File: config.mk
export PLATFORM = sky130hd
export DESIGN_NAME = mem_arbiter_flat
export DESIGN_NICKNAME = d
export VERILOG_FILES = /design/src/rtl/mem_arb_pkg.sv /design/src/rtl/mem_arbiter_if.sv /design/src/rtl/mem_arb_pick.sv /design/src/rtl/mem_arbiter.sv /design/src/flat_wrapper.sv
export SDC_FILE = /design/constraint.sdc
export NUM_CORES = 1
export LEC_CHECK = 0
export BUFFER_PORTS_ARGS = -buffer_cell sky130_fd_sc_hd__buf_2
export CAP_MARGIN = 5
export CORE_AREA = 2 2 103 105
export CTS_BUF_LIST = sky130_fd_sc_hd__clkbuf_16
export CTS_CLUSTER_SIZE = 8
export DETAILED_ROUTE_END_ITERATION = 16
export DIE_AREA = 0 0 105 107
export PLACE_DENSITY = 0.84
export SLEW_MARGIN = 20
export SYNTH_ARGS = -nofsm -noshare
export SYNTH_HDL_FRONTEND = slang
export SYNTH_SLANG_ARGS = --single-unit
File: constraint.sdc
create_clock -name clk -period 2.8 [get_ports clk]
set_clock_uncertainty 0.15 [all_clocks]
set_input_delay 0.14 -clock clk [delete_from_list [all_inputs] [get_ports clk]]
set_output_delay 0.14 -clock clk [all_outputs]
set_load 0.05 [all_outputs]
File: src/rtl/mem_arb_pkg.sv
// Shared types and constants for the fetch/data memory arbiter.
package mem_arb_pkg;

   localparam int ADDR_W = 32;
   localparam int DATA_W = 32;

   typedef enum logic [1:0] {
      ST_IDLE  = 2'd0,
      ST_IBUSY = 2'd1,
      ST_DBUSY = 2'd2
   } state_t;

   typedef logic gid_t;
   localparam gid_t GID_I = 1'b0;
   localparam gid_t GID_D = 1'b1;

   typedef struct packed {
      logic [ADDR_W-1:0] addr;
      logic              we;
      logic [DATA_W-1:0] wdata;
   } xfer_t;

   function automatic state_t busy_state(input gid_t g);
      return (g == GID_D) ? ST_DBUSY : ST_IBUSY;
   endfunction

endpackage

File: src/rtl/mem_arbiter_if.sv
// Requester-side and memory-side signals of the arbiter, bundled as one interface.
interface mem_arbiter_if;
   import mem_arb_pkg::*;

   logic              if_req;
   logic [ADDR_W-1:0] if_addr;
   logic [DATA_W-1:0] if_rdata;
   logic              if_ready;
   logic              if_err;

   logic              d_req;
   logic              d_we;
   logic [ADDR_W-1:0] d_addr;
   logic [DATA_W-1:0] d_wdata;
   logic [DATA_W-1:0] d_rdata;
   logic              d_ready;
   logic              d_err;

   logic              m_req;
   logic              m_we;
   logic [ADDR_W-1:0] m_addr;
   logic [DATA_W-1:0] m_wdata;
   logic [DATA_W-1:0] m_rdata;
   logic              m_ack;

   modport slave (
      input  if_req, if_addr, d_req, d_we, d_addr, d_wdata, m_rdata, m_ack,
      output if_rdata, if_ready, if_err, d_rdata, d_ready, d_err,
             m_req, m_we, m_addr, m_wdata
   );

   modport master (
      output if_req, if_addr, d_req, d_we, d_addr, d_wdata, m_rdata, m_ack,
      input  if_rdata, if_ready, if_err, d_rdata, d_ready, d_err,
             m_req, m_we, m_addr, m_wdata
   );

endinterface

File: src/rtl/mem_arb_pick.sv
// Combinational winner selection between fetch and data requesters.
// MEMARB_RR_EN selects round-robin; otherwise data has fixed priority.
module mem_arb_pick
   import mem_arb_pkg::*;
(
   input  logic if_req,
   input  logic d_req,
`ifdef MEMARB_RR_EN
   input  gid_t last_grant,
`endif
   output logic valid,
   output gid_t winner
);

   always_comb begin
      valid = if_req | d_req;
`ifdef MEMARB_RR_EN
      if (if_req && d_req)
         winner = (last_grant == GID_D) ? GID_I : GID_D;
      else
         winner = d_req ? GID_D : GID_I;
`else
      winner = d_req ? GID_D : GID_I;
`endif
   end

endmodule

File: src/rtl/mem_arbiter.sv
// Single-port memory arbiter for fetch and data requesters with access watchdog.
// Build option: MEMARB_RR_EN enables round-robin arbitration (default fixed priority).
//
// state    | meaning
// ST_IDLE  | no access in flight, arbitrating
// ST_IBUSY | fetch access presented to memory
// ST_DBUSY | data access presented to memory
module mem_arbiter
   import mem_arb_pkg::*;
#(
   parameter int TIMEOUT = 255
) (
   input  logic          clk,
   input  logic          reset,
   mem_arbiter_if.slave  bus
);

   localparam int WD_W = $clog2(TIMEOUT + 2);
   localparam logic [WD_W-1:0] WD_LAST = WD_W'((TIMEOUT == 0) ? 0 : TIMEOUT - 1);

   state_t          state_q;
   state_t          state_d;
   xfer_t           xfer_q;
   xfer_t           xfer_new;
   logic [WD_W-1:0] wd_cnt;
   logic            pick_valid;
   gid_t            pick_winner;
   logic            busy;
   logic            grant;
   logic            timeout_hit;

`ifdef MEMARB_RR_EN
   gid_t last_grant;

   mem_arb_pick u_pick (
      .if_req     (bus.if_req),
      .d_req      (bus.d_req),
      .last_grant (last_grant),
      .valid      (pick_valid),
      .winner     (pick_winner)
   );

   // Reset value GID_D means fetch wins the first contested grant.
   always_ff @(posedge clk) begin
      if (reset)
         last_grant <= GID_D;
      else if (grant)
         last_grant <= pick_winner;
   end
`else
   mem_arb_pick u_pick (
      .if_req (bus.if_req),
      .d_req  (bus.d_req),
      .valid  (pick_valid),
      .winner (pick_winner)
   );
`endif

   assign busy        = (state_q != ST_IDLE);
   assign grant       = (state_q == ST_IDLE) && pick_valid;
   assign timeout_hit = (TIMEOUT != 0) && busy && !bus.m_ack && (wd_cnt == WD_LAST);

   always_comb begin
      xfer_new = '0;
      if (pick_winner == GID_D) begin
         xfer_new.addr  = bus.d_addr;
         xfer_new.we    = bus.d_we;
         xfer_new.wdata = bus.d_we ? bus.d_wdata : '0;
      end else begin
         xfer_new.addr  = bus.if_addr;
      end
   end

   always_ff @(posedge clk) begin
      if (reset) begin
         xfer_q <= '0;
         wd_cnt <= '0;
      end else if (grant) begin
         xfer_q <= xfer_new;
         wd_cnt <= '0;
      end else if (busy && !bus.m_ack) begin
         wd_cnt <= wd_cnt + WD_W'(1);
      end
   end

   always_ff @(posedge clk) begin
      if (reset)
         state_q <= ST_IDLE;
      else
         state_q <= state_d;
   end

   always_comb begin
      state_d = state_q;
      case (state_q)
         ST_IDLE:  if (pick_valid) state_d = busy_state(pick_winner);
         ST_IBUSY,
         ST_DBUSY: if (bus.m_ack || timeout_hit) state_d = ST_IDLE;
         default:  state_d = ST_IDLE;
      endcase
   end

   // Completion pulses are suppressed in a reset cycle so an aborted access stays silent.
   always_comb begin
      bus.m_req    = busy;
      bus.m_we     = busy && xfer_q.we;
      bus.m_addr   = xfer_q.addr;
      bus.m_wdata  = xfer_q.wdata;
      bus.if_ready = (state_q == ST_IBUSY) && bus.m_ack && !reset;
      bus.d_ready  = (state_q == ST_DBUSY) && bus.m_ack && !reset;
      bus.if_err   = (state_q == ST_IBUSY) && timeout_hit && !reset;
      bus.d_err    = (state_q == ST_DBUSY) && timeout_hit && !reset;
      bus.if_rdata = bus.if_ready ? bus.m_rdata : '0;
      bus.d_rdata  = bus.d_ready  ? bus.m_rdata : '0;
   end

endmodule

File: src/flat_wrapper.sv
// flat-port wrapper written by rule: the top's interface ports become plain ports
module mem_arbiter_flat import mem_arb_pkg::*;
#(
   parameter int TIMEOUT = 255
)
  (clk, reset, bus_if_req, bus_if_addr, bus_d_req, bus_d_we, bus_d_addr, bus_d_wdata, bus_m_rdata, bus_m_ack, bus_if_rdata, bus_if_ready, bus_if_err, bus_d_rdata, bus_d_ready, bus_d_err, bus_m_req, bus_m_we, bus_m_addr, bus_m_wdata);
  mem_arbiter_if bus_i ();
  input  logic clk;
  input  logic reset;
  input wire logic [$bits(bus_i.if_req)-1:0] bus_if_req;
  input wire logic [$bits(bus_i.if_addr)-1:0] bus_if_addr;
  input wire logic [$bits(bus_i.d_req)-1:0] bus_d_req;
  input wire logic [$bits(bus_i.d_we)-1:0] bus_d_we;
  input wire logic [$bits(bus_i.d_addr)-1:0] bus_d_addr;
  input wire logic [$bits(bus_i.d_wdata)-1:0] bus_d_wdata;
  input wire logic [$bits(bus_i.m_rdata)-1:0] bus_m_rdata;
  input wire logic [$bits(bus_i.m_ack)-1:0] bus_m_ack;
  output wire logic [$bits(bus_i.if_rdata)-1:0] bus_if_rdata;
  output wire logic [$bits(bus_i.if_ready)-1:0] bus_if_ready;
  output wire logic [$bits(bus_i.if_err)-1:0] bus_if_err;
  output wire logic [$bits(bus_i.d_rdata)-1:0] bus_d_rdata;
  output wire logic [$bits(bus_i.d_ready)-1:0] bus_d_ready;
  output wire logic [$bits(bus_i.d_err)-1:0] bus_d_err;
  output wire logic [$bits(bus_i.m_req)-1:0] bus_m_req;
  output wire logic [$bits(bus_i.m_we)-1:0] bus_m_we;
  output wire logic [$bits(bus_i.m_addr)-1:0] bus_m_addr;
  output wire logic [$bits(bus_i.m_wdata)-1:0] bus_m_wdata;
  assign bus_i.if_req = bus_if_req;
  assign bus_i.if_addr = bus_if_addr;
  assign bus_i.d_req = bus_d_req;
  assign bus_i.d_we = bus_d_we;
  assign bus_i.d_addr = bus_d_addr;
  assign bus_i.d_wdata = bus_d_wdata;
  assign bus_i.m_rdata = bus_m_rdata;
  assign bus_i.m_ack = bus_m_ack;
  assign bus_if_rdata = bus_i.if_rdata;
  assign bus_if_ready = bus_i.if_ready;
  assign bus_if_err = bus_i.if_err;
  assign bus_d_rdata = bus_i.d_rdata;
  assign bus_d_ready = bus_i.d_ready;
  assign bus_d_err = bus_i.d_err;
  assign bus_m_req = bus_i.m_req;
  assign bus_m_we = bus_i.m_we;
  assign bus_m_addr = bus_i.m_addr;
  assign bus_m_wdata = bus_i.m_wdata;
  mem_arbiter #(.TIMEOUT(TIMEOUT)) u_core (.clk(clk), .reset(reset), .bus(bus_i));
endmodule
; Word-level counts from Yosys, hierarchy flattened
; Cells that the tools add are included.
[totals]
register_bits = 76
latchBits = 0
ram_bits = 0
romBits = 0
output_inout_bits = 134
memories = 0
[classes]
add_sub_neg = 1
n_mul = 0
div = 0
n_lt_le_gt_ge = 0
n_eq_ne = 5
n_shift = 0
mux = 10
n_bitwise = 1
n_reduce_logical = 20
[ops]
columns = cell, count
row1 = $mux 32, 4
row2 = $mux 33, 1
row3 = $logic_and 1x1->1, 12
row4 = $add 9x1->9 const B, 1
row5 = $eq 9x8->1 const B, 1
row6 = $mux 2, 3
row7 = $ne 2x1->1 const B, 2
row8 = $pmux 2 s2, 1
row9 = $reduce_or 2->1, 2
row10 = $eq 2x1->1 const B, 1
row11 = $eq 2x2->1 const B, 1
row12 = $logic_not 1->1, 2
row13 = $logic_not 2->1, 1
row14 = $reduce_and 2->1, 1
row15 = $reduce_bool 2->1, 1
row16 = $logic_or 1x1->1, 1
row17 = $mux 1, 1
row18 = $or 1x1->1, 1

; Longest topological paths before layout
[logic_depth]
depth_word = 6
ltp_mapped = 8
mapped_depth_nobuf = 6

; Modules after synthesis
; From an unflattened synthesis, not the netlist that was laid out.
[unflattened]
hier_cells = 433
area_unflattened_um2 = 3977.6
[modules_own_cells]
columns = mod, n_inst, cells_per_inst, area_per_inst_um2, seq_area_each_um2
row1 = mem_arbiter, 1, 431, 3963.8, 1521.5
row2 = mem_arb_pick, 1, 2, 13.8, 0.0

; Worst setup path after synthesis
; OpenSTA, ideal clock, no wires.
[synth_timing]
kind = flip-flop to output port
startpoint = register u_core.state_q[0]
endpoint = output port bus_d_err
t_arrival_ns = 2.324
t_required_ns = 2.510
slack_ns = 0.186
path_stages_with_launch = 7
path_cell_list = dfxtp_1 inv_1 ha_1 nor4bb_1 buf_4 nand3_1 nor3b_1
[synth_via]
elab_chain_len = 5
elab_cells_between_ends = 6
[synth_lines]
columns = item, line_no
row1 = start: declaration, mem_arbiter.sv:21  ; state_t state_q;
row2 = start signal: assignment, mem_arbiter.sv:90  ; state_q <= state_d;
row3 = $reduce_bool 2->1, mem_arbiter.sv:59  ; assign busy = (state_q != ST_IDLE);
row4 = $logic_and 1x1->1 (2 in a row), mem_arbiter.sv:61  ; assign timeout_hit = (TIMEOUT != 0) && busy && !bus.m_ack && (wd_cnt == WD_LAST);
row5 = $logic_and 1x1->1 * (2 in a row), mem_arbiter.sv:112  ; bus.d_err = (state_q == ST_DBUSY) && timeout_hit && !reset;
row6 = end: declaration, flat_wrapper.sv:23  ; output wire logic [$bits(bus_i.d_err)-1:0] bus_d_err;
; Every way passes the cells marked *; elsewhere a longest branch is shown, timed or not.

; Final worst setup path
[layout_timing]
startpoint = register u_core.state_q[1]
endpoint = output port bus_if_rdata[31]
[layout_via]
elab_chain_len = 4
[layout_lines]
columns = item, line_no
row1 = $eq 2x1->1, mem_arbiter.sv:109  ; bus.if_ready = (state_q == ST_IBUSY) && bus.m_ack && !reset;
row2 = $logic_and 1x1->1 (2 in a row), mem_arbiter.sv:109
row3 = $mux 32, mem_arbiter.sv:113  ; bus.if_rdata = bus.if_ready ? bus.m_rdata : '0;
row4 = end: declaration, flat_wrapper.sv:18  ; output wire logic [$bits(bus_i.if_rdata)-1:0] bus_if_rdata;
; No other way between the ends.

==> summary.md <==
| Metric | Value |
|---|---|
| Share of cells above drive strength 1 | `between 40% and 50%` |
| Switching power | `about 1200 uW` |
| Synth area leader | `dfxtp_1` |
| Worst Path Required | `about 2500 ps` |
| Drt via density | `4.676` |
| Pleak | `about 0.0030 uW` |
| Max Freq | `~410 MHz` |
| R2r endpoint | `u_core.wd_cnt[1]` |
| Area Growth Syn to Fin | `41.29%` |
| # rows | `37` |
| Setup slack at placement | `about 500 ps` |
| Worst setup margin | `between 300 and 400 ps` |
| Startpoint types | `register` |
| Mapped Cells | `423` |
| Worst min-delay path class | `in2reg` |
| Synth Net Count | `562` |
| Drt wl/cell | `about 14 microns` |
| Root buffer cell | `clkbuf_16` |
| DR vias | `3689` |
| Status | `completed` |
| Final layout net count | `786` |
| Worst R2R Start | `u_core.state_q[1]` |
| Worst setup path end | `bus_if_rdata[31]` |
| Worst Tran Pin Value | `~840 ps` |
| Die area | `between 10000 and 15000 sq um` |
| Sw frac | `33.10%` |
| Seq/Total Area, Yosys | `38.71%` |
| R2r worst-path depth | `7` |
| Clock share of power | `between 30% and 40%` |
| DRT antenna net count | `0` |
| CTS Sinks | `76` |
| Final Non-Filler Cells | `~790` |
| Post-CTS sizing | `0` |
| Crit. End Element | `output pin` |
| CP Launch Point | `u_core.state_q[1]` |
| DRC Markers | `0` |
| MaxCap Viol Count | `0` |
| Number of antenna violations at the first check in global routing | `0` |
| Yosys warns | `0` |
| # Post-CTS Setup Buffers | `0` |
| Netlist cell types | `34` |
| Post-Layout Inst Area | `roughly 5600 sq um` |
| Worst rel slew slack | `between 40 and 50%` |
| VDD IR max | `around 0.40 mV` |
| Die Ht | `107 microns` |
| Syn_area_per_cell | `a little over 9 sq um` |
| Top cell type's share of synthesized area | `about two fifths` |
| Post-placement cell area | `slightly below 5000 sq um` |
| Top cells by area, synth | `dfxtp_1, buf_4, and2_1` |
| Internal | `~2300 uW` |
| GPL Wtd Cong | `around 0.83` |
| Unrepaired setup endpoints after global routing | `false` |
| Slowest cell on crit path | `and3b_1` |
| Shortest period the worst path allows | `roughly 2400 ps` |
| IO Pins | `roughly 270` |
| Synth cell count leaders | `dfxtp_1, buf_4, and2_1, nor2_1, a211oi_1` |
| Fin crit share | `86.92%` |
| Starting DRT DRC Count | `between 150 and 200` |
| Placeable Area | `between 10000 and 15000 sq um` |
| Setup CP Type | `reg2out` |
| Levels on crit path | `5` |
| CP top delay family | `simple AND/OR/NAND/NOR gates` |
| Worst skew pair latency | `between 300 and 400 ps` |
| Tot GR Track Use | `18.54%` |
| Die W | `between 100 and 150 microns` |
| First-pass GRT wire length | `about 17 mm` |
| Largest net degree at the start of global routing | `66` |
| Max-slew violations | `0` |
| Number of global-route vias before repair | `3497` |
| Drt pass-1 iters | `4` |
| Initial Utilization | `38.94%` |
| Crit path buffers/inverters | `2` |
| Critical Path AT | `2140 ps` |
| Grt ovf | `0` |
| Inst Count DP | `approximately 740` |
| Cell area after synthesis | `~3900 sq um` |
| CP max stage delay | `about 720 ps` |
| Buffers added on ports | `267` |
| Flop pwr share | `between 30% and 40%` |
| Count leader, synth | `dfxtp_1` |
| Num CTS Buffers | `9` |
| CTS tree | `yes` |
| Worst path cell trace | `inv_1, ha_1, and3b_1, and2_1, buf_2` |
| Final setup fails | `0` |
| Hold Buf Count CTS | `35` |
| Hpwl dp | `8.111 mm` |
| TNS Setup | `0 ps` |
| R2R Setup Slk | `just under 600 ps` |
| Ys flop type | `dfxtp_1` |
| Asr flop ratio synth | `0%` |
| Clock transition at path regs | `60 ps` |
| Crit-path max FO | `33` |
| Power Density | `~630 nW/um^2` |
| Fin util | `roughly 55%` |
| Yosys reg bits | `76` |
| Clock tree buffer depth | `2` |
| Fillers | `slightly above 900` |
| Combinational fraction of design power | `~27%` |
| EDFF count, synth | `0` |
| Total Wirelength | `between 10 and 15 mm` |
| H-tree levels | `3` |
| Fin. Hold Viols | `0` |
cells by family (layout without fill, tap and decap cells):
| logic type | count (synthesis) | after routing | synth area share (%) |
|---|---|---|---|
| adder cells (fa/ha/maj) | 5 | 5 | 1.592 |
| XOR/XNOR | 8 | 8 | 1.783 |
| AND/OR/NAND/NOR | 131 | 131 | 18.47 |
| flip-flops | 76 | 76 | 38.71 |
| other | 0 | 1 | 0 |
| multiplexers | 32 | 32 | 8.150 |
| buffers and inverters | 100 | 329 | 16.59 |
| AO/OA/AOI/OAI | 71 | 71 | 14.71 |
stage by stage:
step	hold WS [ps]	total power, uW
after CTS	3.895	3542
after global placement	202.1	2133
after floorplan	115.5	2025
after detailed placement	204.4	2155
final	11.38	3498
after global routing	3.852	3664
power by group through the flow:
stage	Sequential [uW]	Clock [uW]	Combinational (uW)
2_1_floorplan	1240	0	788
3_3_place_gp	1250	0	886
3_5_place_dp	1250	0	906
4_1_cts	1230	1370	945
5_1_grt	1240	1420	1000
6_report	1230	1330	942
area by class of cell:
cell class | instances | area [sq um] | area share (%)
inverter | 7 | 26.28 | 0.4732
multi-input combinational | 247 | 1769 | 31.86
timing repair buffer | 306 | 1717 | 30.91
clock buffer | 9 | 225.2 | 4.056
clock inverter | 7 | 121.4 | 2.186
sequential | 76 | 1521 | 27.40
antenna | 1 | 2.502 | 0.04507
tap | 136 | 170.2 | 3.064
routing by layer:
metal	GRT usage (%)	wire (microns)
met1	22.13	4721
met5	0	0
met3	5.775	652
met4	4.667	94
met2	32.37	5619
sequential cells by signal, indices dropped and copies added (netlist names):
| signal | flops |
|---|---|
| u_core.bus.m_addr | 32 |
| u_core.bus.m_wdata | 32 |
| u_core.state_q | 2 |
| u_core.wd_cnt | 9 |
| u_core.xfer_q | 1 |
placed cells by master, fill, tap and decap left out, types with 5 or more instances in the layout:
| master | synthesis | layout |
|---|---|---|
| buf_2 | 14 | 267 |
| dfxtp_1 | 76 | 76 |
| and2_1 | 64 | 64 |
| nor2_1 | 44 | 43 |
| dlygate4sd3_1 | 0 | 35 |
| a211oi_1 | 33 | 33 |
| mux2i_1 | 32 | 32 |
| a22o_1 | 32 | 32 |
| clkbuf_16 | 0 | 9 |
| inv_1 | 7 | 7 |
| xor2_1 | 7 | 7 |
| ha_1 | 5 | 5 |
worst min path at each step:
stage,startpoint,end,slack (ps),cells past startpoint
4_1_cts,bus_if_addr[2],u_core.bus.m_addr[2],4,3
3_3_place_gp,bus_d_wdata[9],u_core.bus.m_wdata[9],200,2
3_5_place_dp,bus_d_wdata[16],u_core.bus.m_wdata[16],200,2
5_1_grt,bus_if_addr[12],u_core.bus.m_addr[12],4,3
2_1_floorplan,bus_d_wdata[23],u_core.bus.m_wdata[23],120,1
6_report,bus_if_addr[2],u_core.bus.m_addr[2],10,3
worst min-delay path: cells and delay by family:
family                 cells  cell delay [ps]
buffers and inverters      1              100
muxes                      1              120
AOI/OAI and AO/OA          1               80
Power figures use the tool's default switching activity.
